$ cat src/rtl/spram_arb_pkg.sv
// Shared types for the two-port single-port-RAM arbiter: response slot states,
// port count and port index type.
package spram_arb_pkg;

   localparam int NumPorts = 2;

   typedef enum logic [1:0] {
      SLOT_IDLE = 2'd0,
      SLOT_WAIT = 2'd1,
      SLOT_HOLD = 2'd2
   } slot_state_e;

   typedef logic [0:0] port_idx_t;

   function automatic port_idx_t other_port(input port_idx_t p);
      return ~p;
   endfunction

endpackage

$ cat src/rtl/spram_arb_rsp_slot.sv
// Per-port response slot: tracks an outstanding read and keeps its data in a hold
// register until the consumer accepts it.
module spram_arb_rsp_slot
   import spram_arb_pkg::*;
#(
   parameter int DataBusWidth = 32
) (
   input  logic                    clk,
   input  logic                    rst,
   input  logic                    rd_grant,
   input  logic                    rsp_ready,
   input  logic [DataBusWidth-1:0] mem_rdata,
   output logic                    rsp_valid,
   output logic [DataBusWidth-1:0] rsp_data,
   output logic                    eligible,
   output logic [1:0]              state_dbg
);

   slot_state_e             state_q;
   slot_state_e             state_d;
   logic [DataBusWidth-1:0] hold_q;

   always_ff @(posedge clk) begin
      if (rst) begin
         state_q <= SLOT_IDLE;
         hold_q  <= '0;
      end else begin
         state_q <= state_d;
         // RAM data is only valid in the WAIT cycle; capture it so HOLD stays stable.
         if (state_q == SLOT_WAIT) begin
            hold_q <= mem_rdata;
         end
      end
   end

   always_comb begin
      state_d   = state_q;
      rsp_valid = 1'b0;
      rsp_data  = hold_q;
      eligible  = 1'b0;
      case (state_q)
         SLOT_IDLE: begin
            eligible = 1'b1;
            if (rd_grant) begin
               state_d = SLOT_WAIT;
            end
         end
         SLOT_WAIT: begin
            rsp_valid = 1'b1;
            rsp_data  = mem_rdata;
            eligible  = rsp_ready;
            if (rsp_ready) begin
               state_d = rd_grant ? SLOT_WAIT : SLOT_IDLE;
            end else begin
               state_d = SLOT_HOLD;
            end
         end
         SLOT_HOLD: begin
            rsp_valid = 1'b1;
            rsp_data  = hold_q;
            eligible  = rsp_ready;
            if (rsp_ready) begin
               state_d = rd_grant ? SLOT_WAIT : SLOT_IDLE;
            end
         end
         default: begin
            state_d = SLOT_IDLE;
         end
      endcase
   end

   assign state_dbg = state_q;

endmodule

$ cat src/rtl/spram_arbiter.sv
// Round-robin arbiter sharing one single-port RAM (1-cycle read latency) between
// two requesters, with a per-port response slot so read data is never lost.
module spram_arbiter
   import spram_arb_pkg::*;
#(
   parameter int AddrBusWidth = 32,
   parameter int DataBusWidth = 32
) (
   input  logic                                   clk,
   input  logic                                   rst,
   // Handshakes: a request transfers in a cycle where req_valid & req_ready are both 1;
   // a response is consumed in a cycle where rsp_valid & rsp_ready are both 1.
   // req_ready may depend combinationally on rsp_ready of the same port.
   input  logic [NumPorts-1:0]                    req_valid,
   output logic [NumPorts-1:0]                    req_ready,
   input  logic [NumPorts-1:0]                    req_we,
   input  logic [NumPorts-1:0][AddrBusWidth-1:0]  req_addr,
   input  logic [NumPorts-1:0][DataBusWidth-1:0]  req_wdata,
   output logic [NumPorts-1:0]                    rsp_valid,
   input  logic [NumPorts-1:0]                    rsp_ready,
   output logic [NumPorts-1:0][DataBusWidth-1:0]  rsp_data,
   output logic                                   mem_re,
   output logic                                   mem_we,
   output logic [AddrBusWidth-1:0]                mem_addr,
   output logic [DataBusWidth-1:0]                mem_wdata,
   input  logic [DataBusWidth-1:0]                mem_rdata,
   output logic [NumPorts-1:0][1:0]               dbg_slot_state
);

   port_idx_t           rr_q;
   port_idx_t           winner;
   logic [NumPorts-1:0] slot_elig;
   logic [NumPorts-1:0] req_elig;
   logic [NumPorts-1:0] grant;
   logic [NumPorts-1:0] rd_grant;

   // Writes need no response slot, so they are eligible regardless of slot state.
   assign req_elig = req_valid & (req_we | slot_elig);

   always_comb begin
      grant  = '0;
      winner = port_idx_t'(0);
      if (!rst) begin
         if (req_elig[0] && req_elig[1]) begin
            winner = rr_q;
         end else if (req_elig[1]) begin
            winner = port_idx_t'(1);
         end else begin
            winner = port_idx_t'(0);
         end
         grant[winner] = req_elig[winner];
      end
   end

   assign req_ready = grant;
   assign rd_grant  = grant & ~req_we;

   always_comb begin
      mem_addr  = req_addr[winner];
      mem_wdata = req_wdata[winner];
      mem_re    = |grant & ~req_we[winner];
      mem_we    = |grant &  req_we[winner];
   end

   always_ff @(posedge clk) begin
      if (rst) begin
         rr_q <= port_idx_t'(0);
      end else if (|grant) begin
         rr_q <= other_port(winner);
      end
   end

   for (genvar p = 0; p < NumPorts; p++) begin : g_slot
      spram_arb_rsp_slot #(
         .DataBusWidth (DataBusWidth)
      ) u_slot (
         .clk       (clk),
         .rst       (rst),
         .rd_grant  (rd_grant[p]),
         .rsp_ready (rsp_ready[p]),
         .mem_rdata (mem_rdata),
         .rsp_valid (rsp_valid[p]),
         .rsp_data  (rsp_data[p]),
         .eligible  (slot_elig[p]),
         .state_dbg (dbg_slot_state[p])
      );
   end

endmodule
$ cat config.mk
export PLATFORM = sky130hd
export DESIGN_NAME = spram_arbiter
export DESIGN_NICKNAME = d
export VERILOG_FILES = /design/src/rtl/spram_arb_pkg.sv /design/src/rtl/spram_arb_rsp_slot.sv /design/src/rtl/spram_arbiter.sv
export SDC_FILE = /design/constraint.sdc
export NUM_CORES = 1
export LEC_CHECK = 0
export BUFFER_PORTS_ARGS = -buffer_cell sky130_fd_sc_hd__buf_2
export CAP_MARGIN = 20
export CORE_AREA = 2 2 118 120
export CTS_CLUSTER_SIZE = 16
export DETAILED_ROUTE_END_ITERATION = 8
export DIE_AREA = 0 0 120 122
export PLACE_DENSITY_LB_ADDON = 0.25
export SYNTH_ARGS = -nofsm -noshare
export SYNTH_HDL_FRONTEND = slang
export SYNTH_SLANG_ARGS = --single-unit
$ cat constraint.sdc
create_clock -name clk -period 3.8 [get_ports clk]
set_input_delay 0.95 -clock clk [delete_from_list [all_inputs] [get_ports clk]]
set_output_delay 0.95 -clock clk [all_outputs]
set_load 0.01 [all_outputs]
# == Yosys cells after proc, flatten, opt, wreduce, memory -nomap -nowiden ==
# Cells that the tools add are included.
# totals
reg_bits,69
out_inout_bits,138
# classes
n_lt_le_gt_ge,3
reduce_logical,9
bitwise_logic,9
eq_ne,8
muxes,31
# ops
operator,n
2-to-1 mux 32 bit,6
2-to-1 mux 2 bit,7
2-to-1 mux 1 bit,13
case mux 2 bit (3 select lines),2
"!= test 2 bit, second input constant",4
bitwise AND 2 bit,3
OR reduction 2 bit,3
"equality test 2 x 1 -> 1 bit, second input constant",2
"equality test 2 bit, second input constant",2
zero test 2 bit,2
"< comparator 1 x 2 -> 1 bit, second input constant",2
case mux 1 bit (2 select lines),2
AND reduction 2 bit,2
bitwise AND 1 bit,2
logical AND 1 bit,2
NOT 1 bit,2
NOT 2 bit,1
OR 2 bit,1
demux 1 bit (select 1 bit),1
"greater-or-equal comparator 1 bit, second input constant",1

# == Logic depth before layout (Yosys ltp) ==
# Gate-level depths: netlist (run 1).
# logic_depth
depth_word,18
ltp_mapped,10

# == Hierarchy ==
# From an unflattened synthesis (run 1), not the netlist that was laid out.
# hier_totals
hier_cells,343
hier_area_um2,3995.1
# by_module_without_submodules
mod,area_each_um2,seq_area_each_um2,n_inst,cells_per_inst
spram_arb_rsp_slot,1442.6,680.7,2,126
spram_arbiter,1109.8,20.0,1,91

# == Least setup slack after synthesis (run 1) ==
# Ideal clock, no wire load.
# synth_path
path_kind,in2out
start,in rsp_ready[0]
end,out mem_wdata[10]
slack_ns,0.361
n_path_buf,3
required_time_ns,2.850
path_stages,7
t_arrival_ns,2.489
path_cell_list,a211o_1 > and4_4 > or3_1 > clkbuf_1 > buf_6 > buf_6 > mux2_4
# synth_between
elab_chain_len,9
# synth_rtl
element,line,text
"start, declared",spram_arbiter.sv:20,"input logic [NumPorts-1:0] rsp_ready,"
case mux 1 bit (2 select lines),spram_arb_rsp_slot.sv:41,case (state_q)
OR 2 bit,spram_arbiter.sv:38,assign req_elig = req_valid & (req_we | slot_elig);
bitwise AND 2 bit,spram_arbiter.sv:38,
logical AND 1 bit,spram_arbiter.sv:44,if (req_elig[0] && req_elig[1]) begin
2-to-1 mux 1 bit,spram_arbiter.sv:44,
2-to-1 mux 1 bit (2 in series),spram_arbiter.sv:43,if (!rst) begin
2-to-1 mux 32 bit (implied by the code) (2 in series),spram_arbiter.sv:60,mem_wdata = req_wdata[winner];
"end, declared",spram_arbiter.sv:25,"output logic [DataBusWidth-1:0] mem_wdata,"
# No other way between the ends. The select of a mux whose other input is x is not followed.

# == Worst setup path in the final report (run 1) ==
# layout_path
start,reg g_slot[0].u_slot.state_q[1]
end,out mem_wdata[13]
# layout_between
elab_chain_len,11
elab_cells_between_ends,13
# layout_rtl
element,line,text
"start, declared",spram_arb_rsp_slot.sv:19,slot_state_e state_q;
"start signal, assigned",spram_arb_rsp_slot.sv:28,state_q <= state_d;
equality test 2 bit / equality test 2 x 1 -> 1 bit (equally long branches),spram_arb_rsp_slot.sv:41,
OR reduction 2 bit (no source line),-,
case mux 1 bit (2 select lines) *,spram_arb_rsp_slot.sv:41,
OR 2 bit *,spram_arbiter.sv:38,
bitwise AND 2 bit *,spram_arbiter.sv:38,
logical AND 1 bit *,spram_arbiter.sv:44,
2-to-1 mux 1 bit *,spram_arbiter.sv:44,
2-to-1 mux 1 bit * (2 in series),spram_arbiter.sv:43,
2-to-1 mux 32 bit (implied by the code) * (2 in series),spram_arbiter.sv:60,
# Mark *: on every way between the ends. The rest lies on a longest branch, timed or not. The select of a mux whose other input is x is not followed.

==> results.cfg, run 1 <==
[final_layout]
instances_no_fill = 832
fin_area_mm2 = 0.00585
num-fill-cells = 1353
multi_input_area_mm2 = 0.00234
seqCellArea_mm2 = 0.00138
drive_gt1_share_pct = 70.8
syn_to_final_growth_pct = 50.4
utilization_pct = 43.3
final_nets = 824

[global_route]
antenna_found_initial = 3
grt_pass1_wl_um = 18700
grt_max_degree = 67
grt-ovfl-total = 0
grt_use_total_pct = 17.1
first_global_vias = 3434

[cts]
clk-insertion-delay-late_ps = 340
post_cts_resize_count = 1
clock_path_buffers = 2
root_buffer = clkbuf_16
clkTransAtPathRegs_ps = 50
cts.sinks = 69
cts_setup_buffers = 0
numCtsBuffers = 9
cts_htree_levels = 3
cts_hold_buf = 0
cts_tree = built

[power]
p_seq_share_pct = 37.0
p_leak_nw = 3.14
power.internal_mw = 1.51
ir_drop_mv = 0.350
combPwrFrac_pct = 25.5
clkPwrFrac_pct = 37.5
p_per_area_mw_per_mm2 = 354
p_sw_share_pct = 27.0
total_power_mw = 2.07
power_switching_uw = 560

[timing]
fin_crit_sh_pct = 97.9
hold-worst-slack_ps = 517
clock_skew_ps = 4.22
rsz0062_at_grt = true
maxSlewViolCount = 0
fin_ws_ps = 78.1
hold_viol = 0
max_freq_mhz = 269
setup_viol_count_final = 0
tightest_slew_ps = 509
setup_tns_ps = 0
period_minus_slack_ps = 3720
relSlewSlack_pct = 66.1

[route]
totalWireLength_um = 13400
vias = 3761
viasPerCell = 4.52
drtAntennaViolNets = 0
drt_iter0_drc = 87
wl_per_cell_um = 16.2
drc = 0
drtPass1Iterations = 4

[setup_path]
end_kind = output port
max_stage_delay_ps = 390
path_delay_family = simple AND/OR/NAND/NOR gates
required_ps = 2850
critPathLaunchType = flip-flop
worst-path-max-fanout = 51
crit_chain = inv_1, ha_1, a211o_1, and4_4, or3_4, buf_12, mux2_4, buf_2
crit_type = reg -> out
critPathSlowestCell = dfxtp_2
path_buf_inv = 3
cp_data_arrival_time_ps = 2770

[min_path]
hold_class = reg -> reg

[synthesis]
synth_top_area_cell = dfxtp_1
avgSynthCellArea_um2 = 11.1
yosys_warnings = 0
synth_nets = 527
synth_cells = 351
netlist_area_mm2 = 0.00389
synth.top_cell.area_share_pct = 35.5
ys_top_cells_by_area = dfxtp_1 36%, mux2_2 29%, mux2_4 10%
synth_edf_count = 0
synth_seq_cells = 69
synthFlopType = dfxtp_1
yosysUniqueCellTypes = 35
seq_area_frac_synth_pct = 35.5
synthArstFlopShare_pct = 0

[job]
maxCapViolations = 0

[placement]
placedInstanceArea_mm2 = 0.00557
dp_hpwl_um = 11000
placed_cells = 817
preCtsSetupSlack_ps = 150
place.gp.congestion = 0.803
io_buffers = 305

[floorplanning]
initial_core_util_pct = 28.8
coreArea_mm2 = 0.0135
die_w_um = 120
die_y_um = 122
rows = 43
die_area_mm2 = 0.0146
io_pins = 306

[run_status]
status = finished, final reports clean
## path summary, 6_finish.rpt
check,start,endpoint,slack (ps),cells past startpoint
setup / recovery,g_slot[0].u_slot.state_dbg[1],mem_wdata[13],80,8
hold / removal,g_slot[1].u_slot.state_dbg[1],g_slot[1].u_slot.state_dbg[1],520,2
setup reg to reg,g_slot[1].u_slot.state_dbg[0],g_slot[0].u_slot.state_dbg[0],1460,7
hold reg to reg,g_slot[1].u_slot.state_dbg[1],g_slot[1].u_slot.state_dbg[1],520,2
## logic make-up after synthesis
family,after synthesis,share of synthesized area (%)
multiplexers,128,39.7
AND/OR/NAND/NOR,94,14.9
flip-flops,69,35.5
buffers and inverters,35,4.44
AO/OA/AOI/OAI,17,2.93
adder cells (fa/ha/maj),8,2.57
## final cells by class
type                       instances  share of cell area (%)
antenna                            1                  0.0428
clock buffer                      11                    4.32
clock inverter                     3                   0.363
inverter                           9                   0.577
multi-input combinational        247                    40.0
sequential                        69                    23.6
tap                              180                    3.85
timing repair buffer             312                    27.2
## registers in the layout (all words and copies together), names as in the netlist
| register | cells |
|---|---|
| g_slot.u_slot.hold_q | 64 |
| g_slot.u_slot.state_dbg | 4 |
| rr_q | 1 |
## synthesized netlist by cell type (3+ instances only)
| master | count |
|---|---|
| nand2b_1 | 3 |
| clkbuf_1 | 14 |
| and2_1 | 64 |
| buf_1 | 3 |
| nor2_1 | 5 |
| buf_2 | 3 |
| o21ai_0 | 3 |
| a211o_1 | 3 |
| inv_1 | 9 |
| nand2_1 | 4 |
| buf_6 | 4 |
| a21oi_1 | 5 |
| mux2_2 | 101 |
| dfxtp_1 | 69 |
| nand3_1 | 3 |
| ha_1 | 8 |
| mux2_4 | 27 |
## power by group through the flow
| stage | sequential (mW) | clock, mW | combinational [mW] |
|---|---|---|---|
| after floorplan | 0.779 | 0 | 0.300 |
| after global placement | 0.780 | 0 | 0.524 |
| after detailed placement | 0.782 | 0 | 0.532 |
| after CTS | 0.766 | 0.807 | 0.534 |
| after global routing | 0.769 | 0.836 | 0.571 |
| final | 0.766 | 0.778 | 0.528 |
## worst reg2reg max path, stage by stage (launching register included)
cell and delay (ps):
dfxtp_1 430, inv_1 90, ha_1 330, a211o_1 320, and4_1 230, or2_2 300, a2111oi_0 430, a211oi_1 70
## cell usage in the layout, fill, tap and decap left out, drive strengths merged
cell type  count
and4           2
clkbuf        11
o21ai          3
nor4           1
o31ai          1
clkinv         1
diode          1
inv           10
nand3          3
a2111oi        1
nand2          4
nand4b         1
a21oi          5
nand2b         3
nor2b          2
clkinvlp       1
a211o          3
nor2           5
dfxtp         69
o211ai         1
buf          312
or3            2
and2          64
a32oi          1
nand4          1
or3b           2
mux2         128
or2            1
nor4b          1
or4            1
a211oi         2
nor3           1
ha             8
## routing by layer
layer	vias up	wire length [µm]	global-route usage, %
li1	1805	-	-
met1	1773	5010	18.8
met2	160	7010	30.5
met3	21	1150	5.01
met4	2	263	7.43
met5	-	17	0
Power figures use the tool's default switching activity.
==> inputs of run 2 (changes only) <==
- CORE_AREA: 2 2 118 120 -> 8 8 111 113
- DIE_AREA: 0 0 120 122 -> 0 0 119 121
==> run 2 against run 1 <==
Against the previous run: clock-buffer cell count up 1; non-clock buffer count down 1; design area down 1.8%; first-iteration DRC count up 94%; critical path type unchanged; sequential power about the same.
==> results.cfg, run 2 (same netlist as run 1, synthesis figures left out) <==
[final_layout]
instances_no_fill = 793
layout_common_cells = 305 x buf_2, 101 x mux2_2, 67 x dfxtp_1
drive_gt1_share_pct = 70.6
largest_reg_flops = 64
final_nets = 823
num-fill-cells = 979
utilization_pct = 54.2
largest-register = g_slot.u_slot.hold_q
syn_to_final_growth_pct = 47.8
layout_commonest_cell = buf_2

[setup_path]
critPathSlowestCell = or3_4
reg2reg_slack_ps = 1390
required_ps = 2850
rr_worst_depth = 7
crit_type = reg -> out
critPathLaunchType = flip-flop
max_stage_delay_ps = 420
worstReg2RegEnd = g_slot[0].u_slot.state_dbg[0]
worst-path-max-fanout = 34
r2r_start = g_slot[1].u_slot.state_dbg[0]
cp_data_arrival_time_ps = 2750
crit_chain = inv_1, ha_1, a211o_1, and4_4, or3_4, buf_16, mux2_2, buf_2
end_kind = output port

[floorplanning]
io_pins = 306
die_area_mm2 = 0.0144
initial_core_util_pct = 36.7
coreArea_mm2 = 0.0106
rows = 38
die_w_um = 119
die_y_um = 121

[power]
combPwrFrac_pct = 28.3
p_sw_share_pct = 28.1
power.internal_mw = 1.37
p_seq_share_pct = 40.1
p_leak_nw = 3.11
ir_drop_mv = 0.222
p_per_area_mw_per_mm2 = 331
power_switching_uw = 536
clkPwrFrac_pct = 31.6

[cts]
clk-insertion-delay-late_ps = 330
root_buffer = clkbuf_8
cts_tree = built
cts_hold_buf = 0
cts_htree_levels = 3
clkTransAtPathRegs_ps = 70
clock_path_buffers = 2
cts.sinks = 69
numCtsBuffers = 9

[timing]
fin_ws_ps = 101
fin_crit_sh_pct = 97.3
period_minus_slack_ps = 3700
maxSlewViolCount = 0
hold-worst-slack_ps = 522
clock_skew_ps = 7.59
tightest_slew_ps = 487
relSlewSlack_pct = 67.5
rsz0062_at_grt = false
hold_viol = 0
setup_tns_ps = 0
setup_viol_count_final = 0
max_freq_mhz = 270

[run_status]
status = finished, final reports clean

[route]
drtAntennaViolNets = 0
viasPerCell = 4.77
vias = 3786
drt_iter0_drc = 169
drc = 0
drtPass1Iterations = 4
wl_per_cell_um = 18.9
totalWireLength_um = 15000

[global_route]
grt-ovfl-total = 0
first_global_vias = 3901
grt_pass1_wl_um = 22100
grt_max_degree = 67
grt_use_total_pct = 19.6
antenna_found_initial = 4

[placement]
dp_hpwl_um = 12500
placed_cells = 775
preCtsSetupSlack_ps = -2.21
io_buffers = 305
place.gp.congestion = 1.06

[job]
maxCapViolations = 0

[min_path]
hold_class = reg -> reg
min_path_cells = 2
hold_start = rr_q
whs_endpoint = rr_q
-- run 2: cell types whose count changed in the layout (fill, tap and decap cells not counted), sizes merged --
cell    before  now
buf        312  311
bufinv       0    1
clkbuf      11   12
clkinv       1    0
inv         10   11
-- run 2: what timing repair did --
| item | in CTS | in global routing |
|---|---|---|
| setup buffers | 0 | 0 |
| setup endpoints to repair | 64 | 0 |
| gates resized for setup | 5 | 0 |
-- run 2: worst max-delay path by stage --
| stage | startpoint | end | slack (ps) | cells past startpoint |
|---|---|---|---|---|
| floorplan | rsp_ready[0] | mem_wdata[10] | 360 | 7 |
| global placement | req_we[0] | mem_wdata[31] | 20 | 7 |
| detailed placement | req_we[0] | mem_wdata[31] | -2 | 7 |
| CTS | g_slot[0].u_slot.state_dbg[1] | mem_wdata[31] | 60 | 8 |
| global route | g_slot[0].u_slot.state_dbg[1] | mem_wdata[31] | 10 | 8 |
| finish | g_slot[0].u_slot.state_dbg[1] | mem_wdata[31] | 100 | 8 |
-- run 2: critical path: cells and delay by family (launching register included) --
| family | cells | cell delay, ps |
|---|---|---|
| buffers and inverters | 3 | 450 |
| AND/OR/NAND/NOR | 2 | 620 |
| adder cells (fa/ha/maj) | 1 | 290 |
| flip-flops | 1 | 400 |
| multiplexers | 1 | 340 |
| AO/OA/AOI/OAI | 1 | 300 |
-- run 2: power groups by stage --
stage          combinational, mW  sequential (mW)  clock [mW]
4_1_cts                    0.547            0.765       0.629
3_5_place_dp               0.538            0.781           0
5_1_grt                    0.584            0.767       0.660
2_1_floorplan              0.300            0.779           0
6_report                   0.539            0.764       0.602
3_3_place_gp               0.527            0.780           0
-- run 2: per-layer routing --
layer  global-route usage, %  wire length [µm]
met2                    36.4              8030
met5                       0                13
met4                    6.88               395
met1                    19.6              5280
met3                    7.49              1280
-- run 2: final cells by class --
type / count / area, µm² / share of cell area (%)
well taps: 140 / 175 / 3.05
inverters: 9 / 33.8 / 0.588
flip-flops and latches: 69 / 1380 / 24.1
diodes: 1 / 2.50 / 0.0435
multi-input cells: 247 / 2340 / 40.7
clock buffers: 12 / 145 / 2.53
repair buffers: 311 / 1610 / 28.0
clock inverters: 4 / 55.1 / 0.958
-- run 2: through the flow --
| stage | power (mW) | cell area (µm²) |
|---|---|---|
| 2_1_floorplan | 1.08 | 3890 |
| 3_3_place_gp | 1.31 | 5500 |
| 3_5_place_dp | 1.32 | 5500 |
| 4_1_cts | 1.94 | 5750 |
| 5_1_grt | 2.01 | 5750 |
| 6_report | 1.91 | 5750 |
